<file path="src/rtl/core_lsu_ctrl.sv">
`default_nettype none
// ============================================================================
// Module   : core_lsu_ctrl
// Brief    : Memory-stage load/store sequencer. Decodes size and alignment,
//            runs one single-beat req/ack bus access with byte-lane selects,
//            formats load data and reports abort conditions as error pulses.
// Revision : 1.0 - initial release
// ============================================================================
module core_lsu_ctrl #(
  parameter int TIMEOUT_CYCLES = 255
) (
  input  logic        i_clk,
  input  logic        i_reset,
  input  logic        i_req,
  input  logic        i_we,
  input  logic [2:0]  i_funct3,
  input  logic [31:0] i_addr,
  input  logic [31:0] i_wdata,
  output logic        o_busy,
  output logic        o_done,
  output logic [31:0] o_rdata,
  output logic        o_err,
  output logic [1:0]  o_err_cause,
  output logic        o_bus_cyc,
  output logic        o_bus_stb,
  output logic        o_bus_we,
  output logic [31:0] o_bus_addr,
  output logic [3:0]  o_bus_sel,
  output logic [31:0] o_bus_wdata,
  input  logic        i_bus_ack,
  input  logic        i_bus_err,
  input  logic [31:0] i_bus_rdata
);

  // Timeout counter sized to hold the terminal count itself.
  localparam int CW = $clog2(TIMEOUT_CYCLES + 1);
  localparam logic [CW-1:0] C_TMO_LAST = CW'(TIMEOUT_CYCLES - 1);

  // Sequencer states.
  localparam logic [1:0] C_IDLE = 2'd0;
  localparam logic [1:0] C_BUS  = 2'd1;
  localparam logic [1:0] C_DONE = 2'd2;
  localparam logic [1:0] C_ERR  = 2'd3;

  // Error cause codes.
  localparam logic [1:0] C_CAUSE_ILLEGAL  = 2'b00;
  localparam logic [1:0] C_CAUSE_MISALIGN = 2'b01;
  localparam logic [1:0] C_CAUSE_BUSERR   = 2'b10;
  localparam logic [1:0] C_CAUSE_TIMEOUT  = 2'b11;

  // funct3[1:0] access sizes.
  localparam logic [1:0] C_SZ_BYTE = 2'b00;
  localparam logic [1:0] C_SZ_HALF = 2'b01;
  localparam logic [1:0] C_SZ_WORD = 2'b10;

  logic [1:0]    r_state;
  logic [CW-1:0] r_tmo;
  logic [2:0]    r_funct3;   // captured access type, drives load formatting
  logic [1:0]    r_off;      // captured byte offset within the word

  logic          r_done;
  logic          r_err;
  logic [1:0]    r_err_cause;
  logic [31:0]   r_rdata;
  logic          r_bus_cyc;
  logic          r_bus_we;
  logic [31:0]   r_bus_addr;
  logic [3:0]    r_bus_sel;
  logic [31:0]   r_bus_wdata;

  logic          w_illegal;
  logic          w_misaligned;
  logic [3:0]    w_sel;
  logic [31:0]   w_wdata;
  logic [7:0]    w_lane_byte;
  logic [15:0]   w_lane_half;
  logic [31:0]   w_load_fmt;
  logic          w_tmo_hit;

  // Funct3 legality: loads allow LB/LH/LW/LBU/LHU, stores only SB/SH/SW.
  always_comb begin
    w_illegal = 1'b1;
    if (i_we) begin
      case (i_funct3)
        3'b000, 3'b001, 3'b010: w_illegal = 1'b0;
        default:                w_illegal = 1'b1;
      endcase
    end else begin
      case (i_funct3)
        3'b000, 3'b001, 3'b010, 3'b100, 3'b101: w_illegal = 1'b0;
        default:                                w_illegal = 1'b1;
      endcase
    end
  end

  // Alignment check; only meaningful once funct3 is known to be legal.
  always_comb begin
    w_misaligned = 1'b0;
    case (i_funct3[1:0])
      C_SZ_HALF: w_misaligned = i_addr[0];
      C_SZ_WORD: w_misaligned = (i_addr[1:0] != 2'b00);
      default:   w_misaligned = 1'b0;
    endcase
  end

  // Byte-lane selects, shared by loads and stores.
  always_comb begin
    w_sel = 4'b0000;
    case (i_funct3[1:0])
      C_SZ_BYTE: begin
        case (i_addr[1:0])
          2'b00:   w_sel = 4'b0001;
          2'b01:   w_sel = 4'b0010;
          2'b10:   w_sel = 4'b0100;
          default: w_sel = 4'b1000;
        endcase
      end
      C_SZ_HALF: w_sel = i_addr[1] ? 4'b1100 : 4'b0011;
      default:   w_sel = 4'b1111;
    endcase
  end

  // Store data is replicated across lanes so the slave picks it up via sel.
  always_comb begin
    w_wdata = 32'h0000_0000;
    if (i_we) begin
      case (i_funct3[1:0])
        C_SZ_BYTE: w_wdata = {4{i_wdata[7:0]}};
        C_SZ_HALF: w_wdata = {2{i_wdata[15:0]}};
        default:   w_wdata = i_wdata;
      endcase
    end
  end

  // Select the addressed byte/half lane from the returned word.
  always_comb begin
    w_lane_byte = i_bus_rdata[7:0];
    case (r_off)
      2'b00:   w_lane_byte = i_bus_rdata[7:0];
      2'b01:   w_lane_byte = i_bus_rdata[15:8];
      2'b10:   w_lane_byte = i_bus_rdata[23:16];
      default: w_lane_byte = i_bus_rdata[31:24];
    endcase
    w_lane_half = r_off[1] ? i_bus_rdata[31:16] : i_bus_rdata[15:0];
  end

  // Sign- or zero-extend the selected lane according to the captured funct3.
  always_comb begin
    w_load_fmt = i_bus_rdata;
    case (r_funct3)
      3'b000:  w_load_fmt = {{24{w_lane_byte[7]}}, w_lane_byte};
      3'b001:  w_load_fmt = {{16{w_lane_half[15]}}, w_lane_half};
      3'b100:  w_load_fmt = {24'h00_0000, w_lane_byte};
      3'b101:  w_load_fmt = {16'h0000, w_lane_half};
      default: w_load_fmt = i_bus_rdata;
    endcase
  end

  assign w_tmo_hit = (r_tmo == C_TMO_LAST);

  // Main sequencer: decode in IDLE, run the bus access, emit one-cycle pulses.
  always_ff @(posedge i_clk) begin
    if (i_reset) begin
      r_state     <= C_IDLE;
      r_tmo       <= '0;
      r_funct3    <= 3'b000;
      r_off       <= 2'b00;
      r_done      <= 1'b0;
      r_err       <= 1'b0;
      r_err_cause <= 2'b00;
      r_rdata     <= 32'h0000_0000;
      r_bus_cyc   <= 1'b0;
      r_bus_we    <= 1'b0;
      r_bus_addr  <= 32'h0000_0000;
      r_bus_sel   <= 4'b0000;
      r_bus_wdata <= 32'h0000_0000;
    end else begin
      case (r_state)
        C_IDLE: begin
          r_done <= 1'b0;
          r_err  <= 1'b0;
          if (i_req) begin
            if (w_illegal) begin
              r_state     <= C_ERR;
              r_err       <= 1'b1;
              r_err_cause <= C_CAUSE_ILLEGAL;
            end else if (w_misaligned) begin
              r_state     <= C_ERR;
              r_err       <= 1'b1;
              r_err_cause <= C_CAUSE_MISALIGN;
            end else begin
              r_state     <= C_BUS;
              r_tmo       <= '0;
              r_funct3    <= i_funct3;
              r_off       <= i_addr[1:0];
              r_bus_cyc   <= 1'b1;
              r_bus_we    <= i_we;
              r_bus_addr  <= {i_addr[31:2], 2'b00};
              r_bus_sel   <= w_sel;
              r_bus_wdata <= w_wdata;
            end
          end
        end

        C_BUS: begin
          if (i_bus_ack) begin
            // Ack wins over a simultaneous err or terminal count.
            r_state     <= C_DONE;
            r_done      <= 1'b1;
            r_bus_cyc   <= 1'b0;
            r_bus_we    <= 1'b0;
            r_bus_sel   <= 4'b0000;
            r_bus_wdata <= 32'h0000_0000;
            if (!r_bus_we) begin
              r_rdata <= w_load_fmt;
            end
          end else if (i_bus_err || w_tmo_hit) begin
            r_state     <= C_ERR;
            r_err       <= 1'b1;
            r_err_cause <= i_bus_err ? C_CAUSE_BUSERR : C_CAUSE_TIMEOUT;
            r_bus_cyc   <= 1'b0;
            r_bus_we    <= 1'b0;
            r_bus_sel   <= 4'b0000;
            r_bus_wdata <= 32'h0000_0000;
            r_tmo       <= r_tmo + 1'b1;
          end else begin
            r_tmo <= r_tmo + 1'b1;
          end
        end

        C_DONE: begin
          r_done  <= 1'b0;
          r_state <= C_IDLE;
        end

        default: begin
          r_err   <= 1'b0;
          r_state <= C_IDLE;
        end
      endcase
    end
  end

  assign o_busy      = (r_state == C_BUS) | ((r_state == C_IDLE) & i_req);
  assign o_done      = r_done;
  assign o_rdata     = r_rdata;
  assign o_err       = r_err;
  assign o_err_cause = r_err_cause;
  assign o_bus_cyc   = r_bus_cyc;
  assign o_bus_stb   = r_bus_cyc;
  assign o_bus_we    = r_bus_we;
  assign o_bus_addr  = r_bus_addr;
  assign o_bus_sel   = r_bus_sel;
  assign o_bus_wdata = r_bus_wdata;

endmodule
`default_nettype wire

</file>
<file path="config.mk">
export PLATFORM = sky130hd
export DESIGN_NAME = core_lsu_ctrl
export DESIGN_NICKNAME = d
export VERILOG_FILES = /design/src/rtl/core_lsu_ctrl.sv
export SDC_FILE = /design/constraint.sdc
export NUM_CORES = 1
export LEC_CHECK = 0
export CAP_MARGIN = 40
export CORE_MARGIN = 4
export CORE_UTILIZATION = 40
export DETAILED_ROUTE_END_ITERATION = 6
export PLACE_DENSITY = 0.88
export SKIP_CTS_REPAIR_TIMING = 1
export SLEW_MARGIN = 20
export SYNTH_ARGS = -nofsm -noshare
export SYNTH_HDL_FRONTEND = slang
export SYNTH_SLANG_ARGS = --single-unit
</file>
<file path="constraint.sdc">
create_clock -name i_clk -period 2 [get_ports i_clk]
set_input_delay 0.3 -clock i_clk [delete_from_list [all_inputs] [get_ports i_clk]]
set_output_delay 0.3 -clock i_clk [all_outputs]
set_load 0.02 [all_outputs]
</file>
Word level (Yosys, flattened, before mapping)
Index checks and enable logic that the tools add are counted.
{"block": "totals", "output_inout_bits": 108, "elab_cells": 125, "input_bits": 105, "regBits": 119}
{"block": "op_classes", "n_addsub": 1, "n_eq_ne": 24, "n_mux": 60, "bitwise": 6, "n_reduce_logical": 21}
{"cell": "$mux W32", "count": 6}
{"cell": "$pmux W32 S2", "count": 2}
{"cell": "$pmux W32 S4", "count": 1}
{"cell": "$mux W8", "count": 4}
{"cell": "$mux W4", "count": 6}
{"cell": "$pmux W8 S3", "count": 1}
{"cell": "$mux W2", "count": 10}
{"cell": "$mux W1", "count": 18}
{"cell": "$mux W16", "count": 1}
{"cell": "$pmux W4 S2", "count": 2}
{"cell": "$pmux W8 S2", "count": 1}
{"cell": "$reduce_and A5 Y1", "count": 3}
{"cell": "$eq A3 B3 Y1 const B", "count": 4}
{"cell": "$ne A2 B2 Y1 const B", "count": 6}
{"cell": "$pmux W4 S3", "count": 1}
{"cell": "$add A8 B1 Y8 const B", "count": 1}
{"cell": "$eq A2 B1 Y1 const B", "count": 4}
{"cell": "$eq A2 B2 Y1 const B", "count": 4}
{"cell": "$eq A8 B8 Y1 const B", "count": 1}
{"cell": "$logic_not A2 Y1", "count": 4}
{"cell": "$pmux W1 S2", "count": 4}
{"cell": "$pmux W2 S2", "count": 2}
{"cell": "$eq A3 B1 Y1 const B", "count": 2}
{"cell": "$logic_not A3 Y1", "count": 2}
{"cell": "other kinds (14)", "count": 22}

Longest topological paths before layout
Gate-level depths: netlist of run 1.
{"block": "depth", "depth_word": 7, "depth_mapped": 11, "ltp_nobuf": 7}

Worst setup path before layout of run 1
OpenSTA, ideal clock, no wires.
{"block": "synth_path", "path_kind": "input-to-reg", "startpoint": "input port i_funct3[0]", "endpoint": "register r_bus_wdata[3], in the netlist o_bus_wdata[3]", "n_path_buf": 3, "setup_time_ns": 0.117, "path_stages": 10, "arrival_ns": 2.011, "t_required_ns": 1.883, "path_slack_ns": -0.128, "cell_sequence": "inv_1 -> ha_1 -> o211ai_1 -> a21oi_1 -> or2_1 -> buf_6 -> o21ba_1 -> buf_6 -> buf_6 -> a22o_1"}
{"block": "synth_via", "elab_chain_cells": 6, "word_cells_on_any_way": 16, "cone_classes": "eq/ne (8); mux (4); reduce/logical (4)"}
{"element": "from (decl)", "line": "16", "source": "input logic [2:0] i_funct3,"}
{"element": "$eq A3 B1 Y1 (tied with other cells)", "line": "84, 89"}
{"element": "$reduce_or A5 Y1 / $reduce_or A3 Y1 (equally long branches)", "line": "89, 84"}
{"element": "$mux W1, on equally long branches", "line": "89, 84"}
{"element": "$mux W1", "line": "83", "source": "if (i_we) begin"}
{"element": "$ne A2 B2 Y1 (no line)"}
{"element": "$reduce_and A5 Y1 (no line) (*)"}
{"element": "to (signal assigned)", "line": "200", "source": "r_bus_wdata <= w_wdata;"}
{"element": "to (decl)", "line": "69", "source": "logic [31:0] r_bus_wdata;"}
Mark *: on every way between the ends. The rest lies on a longest branch, timed or not.
A chain may end at the register's enable or synchronous reset.

Worst setup path after layout of run 1
{"block": "layout_path", "startpoint": "input port i_funct3[1]", "endpoint": "register r_bus_addr[15], in the netlist o_bus_addr[15]"}
{"block": "layout_via", "elab_chain_cells": 6, "word_cells_on_any_way": 16, "cone_classes": "eq/ne (6); mux (4); bitwise (2); reduce/logical (4)"}
{"element": "$eq A3 B1 Y1 (tied with other cells)", "line": "84, 89"}
{"element": "$reduce_or A5 Y1 / $reduce_or A3 Y1 (equally long branches)", "line": "89, 84"}
{"element": "$mux W1, on equally long branches", "line": "89, 84"}
{"element": "$mux W1", "line": "83"}
{"element": "$not A1 Y1 (no line)"}
{"element": "$reduce_and A4 Y1 (no line) (*)"}
{"element": "to (signal assigned)", "line": "198", "source": "r_bus_addr <= {i_addr[31:2], 2'b00};"}
{"element": "to (decl)", "line": "67", "source": "logic [31:0] r_bus_addr;"}
Marks and branches as above.

==> metrics.csv, run 1 <==
metric,value,unit
p_int,5.00,mW
holdPathStages,3,
p_leak,3.06,nW
clock_skew,0.00725,ns
synth_cells,607,
holdPathEnd,o_err_cause[1]$_SDFFE_PP0P_,
cp_max_fo,30,
grt_pass1_wl,26200,um
ir_worst_vdd,0.000540,V
use_met2,0.364,
swShare,0.255,
grt_use_met1,0.253,
synth-edff-count,0,
place.gp.congestion,0.857,
reg2regPathDepth,4,
fin_tns_setup,0,ns
min_from,i_reset,
synth-simple-area-share,0.208,
finalNetCount,950,
fill_cells,1058,
hold_path.class,in -> reg,
die_h,124,um
drive_gt1_frac,0.150,
initial_core_util,0.407,
antenna_cells,0,
h-tree-depth,4,
path_class,in -> reg,
synthMuxAreaShare,0.0525,
hpwl,12600,um
synthAdderAreaFrac,0.0140,
r2r_start,r_off[1]$_SDFFE_PP0P_,
period_minus_slack,1.86,ns
cts.path.max_buffers,2,
rows,42,
reg2reg_to,o_rdata[11]$_SDFFE_PP0P_,
status,completed,
power_switching,1.71,mW
setup_viol,0,
place_area,0.00794,mm^2
grt_usage,0.218,
antenna_found_initial,0,
vias,5431,
multiInputGateArea,0.00277,mm^2
finish.instance_area,0.00855,mm^2
ant_nets,0,
portBuffers,210,
core_area,0.0132,mm^2
crit_required,2.32,ns
worstSkewPairLatency,0.41,ns
rrSetupSlack,0.14,ns
worstSetupEndpointType,flip-flop,
grt_util_met3,0.0895,
async_reset_ff_frac,0,
cts_tree,built,
timing.fmax,538,MHz
max_cap_viol_count,0,
finalHoldViolations,0,
postSynthAreaPerCell,8.84,um^2
cellPowerDensity,785,mW/mm^2
grt-busiest-layer,met2,
worstMarginPinSlew,0.552,ns
ys.flop_type,dfxtp_1,
period_share,0.930,
ys_seq_area_frac,0.444,
grt_start_max_net_pins,38,
vias_per_cell,5.30,
area_growth,59.3,%
drt_iter0_drc,380,
dieArea,0.0153,mm^2
clkTransAtPathRegs,0.05,ns
drt-wirelength-per-cell,16.8,um
netlist_area,0.00537,mm^2
grt_setup_unrepaired,no,
sequentialPowerShare,0.384,
grt_pass1_vias,5205,
drt-total-wl,17200,um
clock-sinks,119,
io_pins,213,
firstDrtPassIters,5,
ys_ff_latch,119,
comb_power_share,0.203,
drv_slew,0,
p_clk_frac,0.414,
utilization,0.648,
die_x,124,um
synth_top_family_by_area,compound AO/OA/AOI/OAI gates,
slew_headroom,0.630,
synth_xor_area_frac,0.00653,
gr-total-overflow,0,
ys.warnings.count,0,
synth_compound_area_frac,0.221,
cts_root_buffer,clkbuf_16,
startpoint_type,primary input,
drc,0,
cts-buffers-inserted,17,
synth_cell_type_count,61,
arrival,2.18,ns
register_area,0.00238,mm^2
## stage by stage
step	setup WS [ns]	hold slack (ns)	instances	power, mW
final	0.140	0.321	1025	6.71
after global routing	0.0147	0.337	1025	7.00
after CTS	-0.253	0.309	1023	6.76
after detailed placement	-0.577	0.446	994	3.95
after global placement	-0.500	0.440	994	3.93
after floorplan	-0.0501	0.425	608	3.28
## registers in the layout (all words and copies together) (netlist names)
name and cells:
r_tmo 8, o_err_cause 2, o_bus_sel 4, r_state 2, o_bus_cyc 1, o_bus_wdata 32
o_bus_addr 30, r_off 2, r_funct3 3, o_err 1, o_done 1, o_rdata 32
o_bus_we 1
## worst max-delay path, cell delays in order
cell and delay, ns:
dlymetal6s2s_1 0.13, buf_6 0.13, buf_4 0.14, ha_2 0.20, o211ai_1 0.23, buf_4 0.16
and3_1 0.15, and2_1 0.27, buf_12 0.22, nand2_1 0.07, a21oi_1 0.16
## layout by cell type, fill, tap and decap left out, types with 4 or more instances in the layout
| cell | count |
|---|---|
| a2111oi_0 | 8 |
| a211oi_1 | 9 |
| a211oi_2 | 12 |
| a21oi_1 | 53 |
| a22o_1 | 8 |
| a22oi_1 | 8 |
| a32o_1 | 16 |
| buf_12 | 6 |
| buf_4 | 45 |
| clkbuf_1 | 4 |
| clkbuf_16 | 17 |
| clkbuf_8 | 4 |
| clkdlybuf4s50_1 | 205 |
| dfxtp_1 | 119 |
| dlymetal6s2s_1 | 4 |
| mux2_2 | 15 |
| mux2i_1 | 9 |
| nand2_1 | 115 |
| nand2b_1 | 12 |
| nand3_1 | 4 |
| nor2_1 | 46 |
| nor2b_1 | 7 |
| nor3b_1 | 11 |
| o21ai_0 | 9 |
| o221ai_1 | 7 |
| o2bb2ai_1 | 8 |
| or3_1 | 16 |
| xnor2_1 | 4 |
## layer usage
| layer | vias to the layer above | part of all wire |
|---|---|---|
| li1 | 2631 | - |
| met1 | 2523 | 0.39 |
| met2 | 253 | 0.48 |
| met3 | 24 | 0.11 |
| met4 | 0 | 0.017 |
| met5 | - | 0 |
## power groups by stage
| stage | Sequential [mW] | Combinational, mW | Clock (mW) |
|---|---|---|---|
| global route | 2.58 | 1.46 | 2.95 |
| global placement | 2.61 | 1.31 | 0 |
| finish | 2.57 | 1.36 | 2.78 |
| floorplan | 2.74 | 0.539 | 0 |
| CTS | 2.57 | 1.34 | 2.84 |
| detailed placement | 2.62 | 1.33 | 0 |
## cell families (layout without fill, tap and decap cells)
logic type,Yosys count,after routing
compound gates,158,158
mux,25,25
simple gates,237,237
fa+ha+maj,6,6
other cells,1,2
buf+inv,57,298
flops,119,119
xor+xnor,4,4
## how the worst max path moves through the flow
stage               slack [ns]  cells past startpoint                      endpoint               startpoint
finish                    0.14                     11   o_bus_addr[15]$_SDFFE_PP0P_              i_funct3[1]
global route              0.01                      7    o_bus_addr[9]$_SDFFE_PP0P_  r_state[0]$_SDFFE_PP0P_
CTS                      -0.25                      4                        o_busy  r_state[0]$_SDFFE_PP0P_
detailed placement       -0.58                     10   o_bus_wdata[1]$_SDFFE_PP0P_              i_funct3[0]
global placement         -0.50                     11  o_bus_wdata[31]$_SDFFE_PP0P_              i_funct3[1]
floorplan                -0.05                     11   o_bus_wdata[3]$_SDFFE_PP0P_              i_funct3[1]
## cell type report
class / instances / area share
multi-input cells: 432 / 0.324
inverters: 5 / 0.00454
clock buffers: 25 / 0.0580
clock inverters: 4 / 0.00527
repair buffers: 264 / 0.304
well taps: 176 / 0.0258
flip-flops and latches: 119 / 0.279
## Yosys cell counts (3+ instances only)
library cell	count	share of area
nand3_1	4	0.0037
inv_1	5	0.0035
o221ai_1	7	0.011
o2bb2ai_1	8	0.013
a22oi_1	8	0.011
a22o_1	8	0.013
buf_2	6	0.0056
mux2i_1	9	0.017
nor2_1	46	0.032
o31ai_1	3	0.0042
xnor2_1	4	0.0065
or3_1	16	0.019
nand2b_1	12	0.014
a211oi_1	11	0.015
a32o_1	16	0.030
nor3b_1	11	0.015
mux2_2	15	0.031
clkbuf_1	34	0.024
o21ai_0	9	0.0084
dfxtp_1	119	0.44
a211oi_2	10	0.023
a21oi_1	54	0.050
buf_6	6	0.013
buf_4	4	0.0056
nand2_1	115	0.080
ha_1	6	0.014
a2111oi_0	8	0.013
nor2b_1	7	0.0082
Power figures use the tool's default switching activity.
==> inputs of run 2 (changes only) <==
--- a/config.mk
+++ b/config.mk
@@ -9,7 +9,8 @@
 export CORE_MARGIN = 4
 export CORE_UTILIZATION = 40
 export DETAILED_ROUTE_END_ITERATION = 6
-export PLACE_DENSITY = 0.88
+export PLACE_DENSITY = 0.85
+export RECOVER_POWER = 100
 export SKIP_CTS_REPAIR_TIMING = 1
 export SLEW_MARGIN = 20
 export SYNTH_ARGS = -nofsm -noshare
==> constraint.sdc (replaced) <==
create_clock -name i_clk -period 2.32 [get_ports i_clk]
set_input_delay 0.348 -clock i_clk [delete_from_list [all_inputs] [get_ports i_clk]]
set_output_delay 0.348 -clock i_clk [all_outputs]
set_load 0.02 [all_outputs]
==> metrics.csv, run 2 (synthesized netlist as in run 1, its figures left out) <==
metric,value,unit,change
status,completed,,
min_from,i_reset,,
max_cap_viol_count,0,,unchanged
vias,5309,,-2.2%
p_int,4.34,mW,-13%
reg2reg_to,o_rdata[26]$_SDFFE_PP0P_,,
register_area,0.00238,mm^2,about the same
setup_viol,0,,unchanged
antenna_cells,0,,unchanged
grt_pass1_wl,25300,um,-3.3%
cts_tree,built,,
comb_power_share,0.179,,-0.024
path_buf_inv,3,,-2
startpoint_type,primary input,,
clkTransAtPathRegs,0.05,ns,about the same
drt-wirelength-per-cell,16.4,um,-2.1%
drive_gt1_frac,0.107,,-0.0423
fin_hold_ws,0.184,ns,-0.137 ns
utilization,0.631,,-0.0170
slew_headroom,0.425,,-0.206
power_switching,1.50,mW,-12%
die_x,124,um,unchanged
layout_common_cells,"dfxtp_1 (118), nand2_1 (115), dlygate4sd3_1 (107)",,
ant_nets,0,,unchanged
path_class,in -> reg,,
initial_core_util,0.407,,unchanged
antenna_found_initial,0,,unchanged
place.gp.congestion,0.798,,-6.9%
cts-buffers-inserted,17,,unchanged
slowest_stage,clkdlybuf4s50_1,,
grt_setup_unrepaired,no,,
finalNetCount,937,,-1.4%
setup_ws,0.0865,ns,-0.0536 ns
io_pins,213,,unchanged
cp_cell_sequence,clkdlybuf4s50_1 -> inv_1 -> ha_1 -> or4_4 -> o2bb2ai_4 -> or2_1 -> o21ba_1 -> buf_12 -> a32o_1,,
hpwl,11900,um,-5.3%
firstDrtPassIters,4,,-1
hold_path.class,in -> reg,,
sequentialPowerShare,0.380,,-0.004
rrSetupSlack,0.23,ns,+0.09 ns
period_minus_slack,2.23,ns,
worstMarginPinSlew,0.854,ns,+0.303 ns
gr-total-overflow,0,,unchanged
timing.fmax,448,MHz,
final_common_cell,dfxtp_1,,
grt_usage,0.212,,-0.00640
clock_skew,0.00489,ns,-0.00236 ns
power,5.85,mW,-13%
vias_per_cell,5.23,,-1.3%
dp_slack,-0.297,ns,+0.280 ns
drv_slew,0,,unchanged
worstSkewPairLatency,0.41,ns,about the same
slowest_delay,0.51,ns,+0.24 ns
grt_start_max_net_pins,80,,+110%
cp_top_family,buffers and inverters,,
holdPathStages,2,,-1
arrival,2.59,ns,+0.41 ns
cellPowerDensity,702,mW/mm^2,-11%
portBuffers,210,,unchanged
core_area,0.0132,mm^2,unchanged
rows,42,,unchanged
holdPathEnd,r_state[1]$_SDFFE_PP0P_,,
cp_max_fo,33,,+10%
period_share,0.963,,
drt_iter0_drc,396,,+4.2%
p_leak,3.29,nW,+7.4%
worstSetupEndpointType,flip-flop,,
clock-sinks,119,,unchanged
reg2regPathDepth,6,,+2
cts_root_buffer,clkbuf_16,,
h-tree-depth,4,,unchanged
area_growth,55.1,%,
fill_cells,1108,,+4.7%
fin_tns_setup,0,ns,unchanged
finalHoldViolations,0,,unchanged
drc,0,,unchanged
multiInputGateArea,0.00266,mm^2,-3.8%
die_h,124,um,unchanged
r2r_start,r_off[1]$_SDFFE_PP0P_,,
grt_pass1_vias,5036,,-3.2%
dieArea,0.0153,mm^2,unchanged
p_clk_frac,0.441,,+0.027
crit_required,2.67,ns,+0.35 ns
drt-total-wl,16700,um,-3.1%
ir_worst_vdd,0.000525,V,-2.7%
swShare,0.257,,+0.00186
cts.path.max_buffers,2,,unchanged
[run 2: changes by cell type in the layout (fill, tap and decap cells not counted), moves of 10 or more]
cell	change
buf_4	-20
dlygate4sd3_1	+107
a211oi_1	+10
clkdlybuf4s50_1	-103
a211oi_2	-10
[run 2: how the worst max path moves through the flow]
stage	startpoint	endpoint	slack [ns]	depth (start not counted)
3_3_place_gp	i_funct3[0]	o_bus_wdata[0]$_SDFFE_PP0P_	-0.24	9
2_1_floorplan	i_funct3[0]	o_bus_wdata[3]$_SDFFE_PP0P_	0.14	10
3_5_place_dp	i_funct3[0]	o_bus_wdata[2]$_SDFFE_PP0P_	-0.30	9
4_1_cts	r_state[0]$_SDFFE_PP0P_	o_busy	-0.01	3
6_report	i_funct3[0]	o_bus_wdata[12]$_SDFFE_PP0P_	0.09	9
5_1_grt	i_funct3[0]	o_bus_wdata[2]$_SDFFE_PP0P_	0.01	9
[run 2: layout make-up]
cell class	count	share of cell area
clock buffer	23	0.0586
clock inverter	9	0.0117
inverter	5	0.00225
multi-input combinational	432	0.320
sequential	119	0.286
tap	176	0.0265
timing repair buffer	251	0.295
[run 2: worst reg2reg max path: cells and delay by family (launching register included)]
| kind | cells | cell delay [ns] |
|---|---|---|
| mux | 1 | 0.16 |
| compound gates | 2 | 0.74 |
| flops | 1 | 0.35 |
| simple gates | 1 | 0.15 |
| buf+inv | 2 | 0.60 |
[run 2: stage by stage]
stage / instances / instance area, um^2
global route: 1015 / 8320
global placement: 982 / 7800
floorplan: 608 / 5370
finish: 1015 / 8320
detailed placement: 982 / 7800
CTS: 1014 / 8390
[run 2: power by group through the flow]
stage / Clock [mW] / Combinational (mW) / Sequential, mW
floorplan: 0 / 0.457 / 2.36
global placement: 0 / 1.09 / 2.26
detailed placement: 0 / 1.10 / 2.27
CTS: 2.63 / 1.10 / 2.23
global route: 2.73 / 1.13 / 2.24
finish: 2.58 / 1.05 / 2.22
[run 2: metal layers]
layer,GRT usage,up-vias,share of wire
met4,0.101,0,0.023
met5,0,-,0
met3,0.0808,24,0.10
met1,0.249,2465,0.40
met2,0.340,215,0.47
li1,-,2605,-
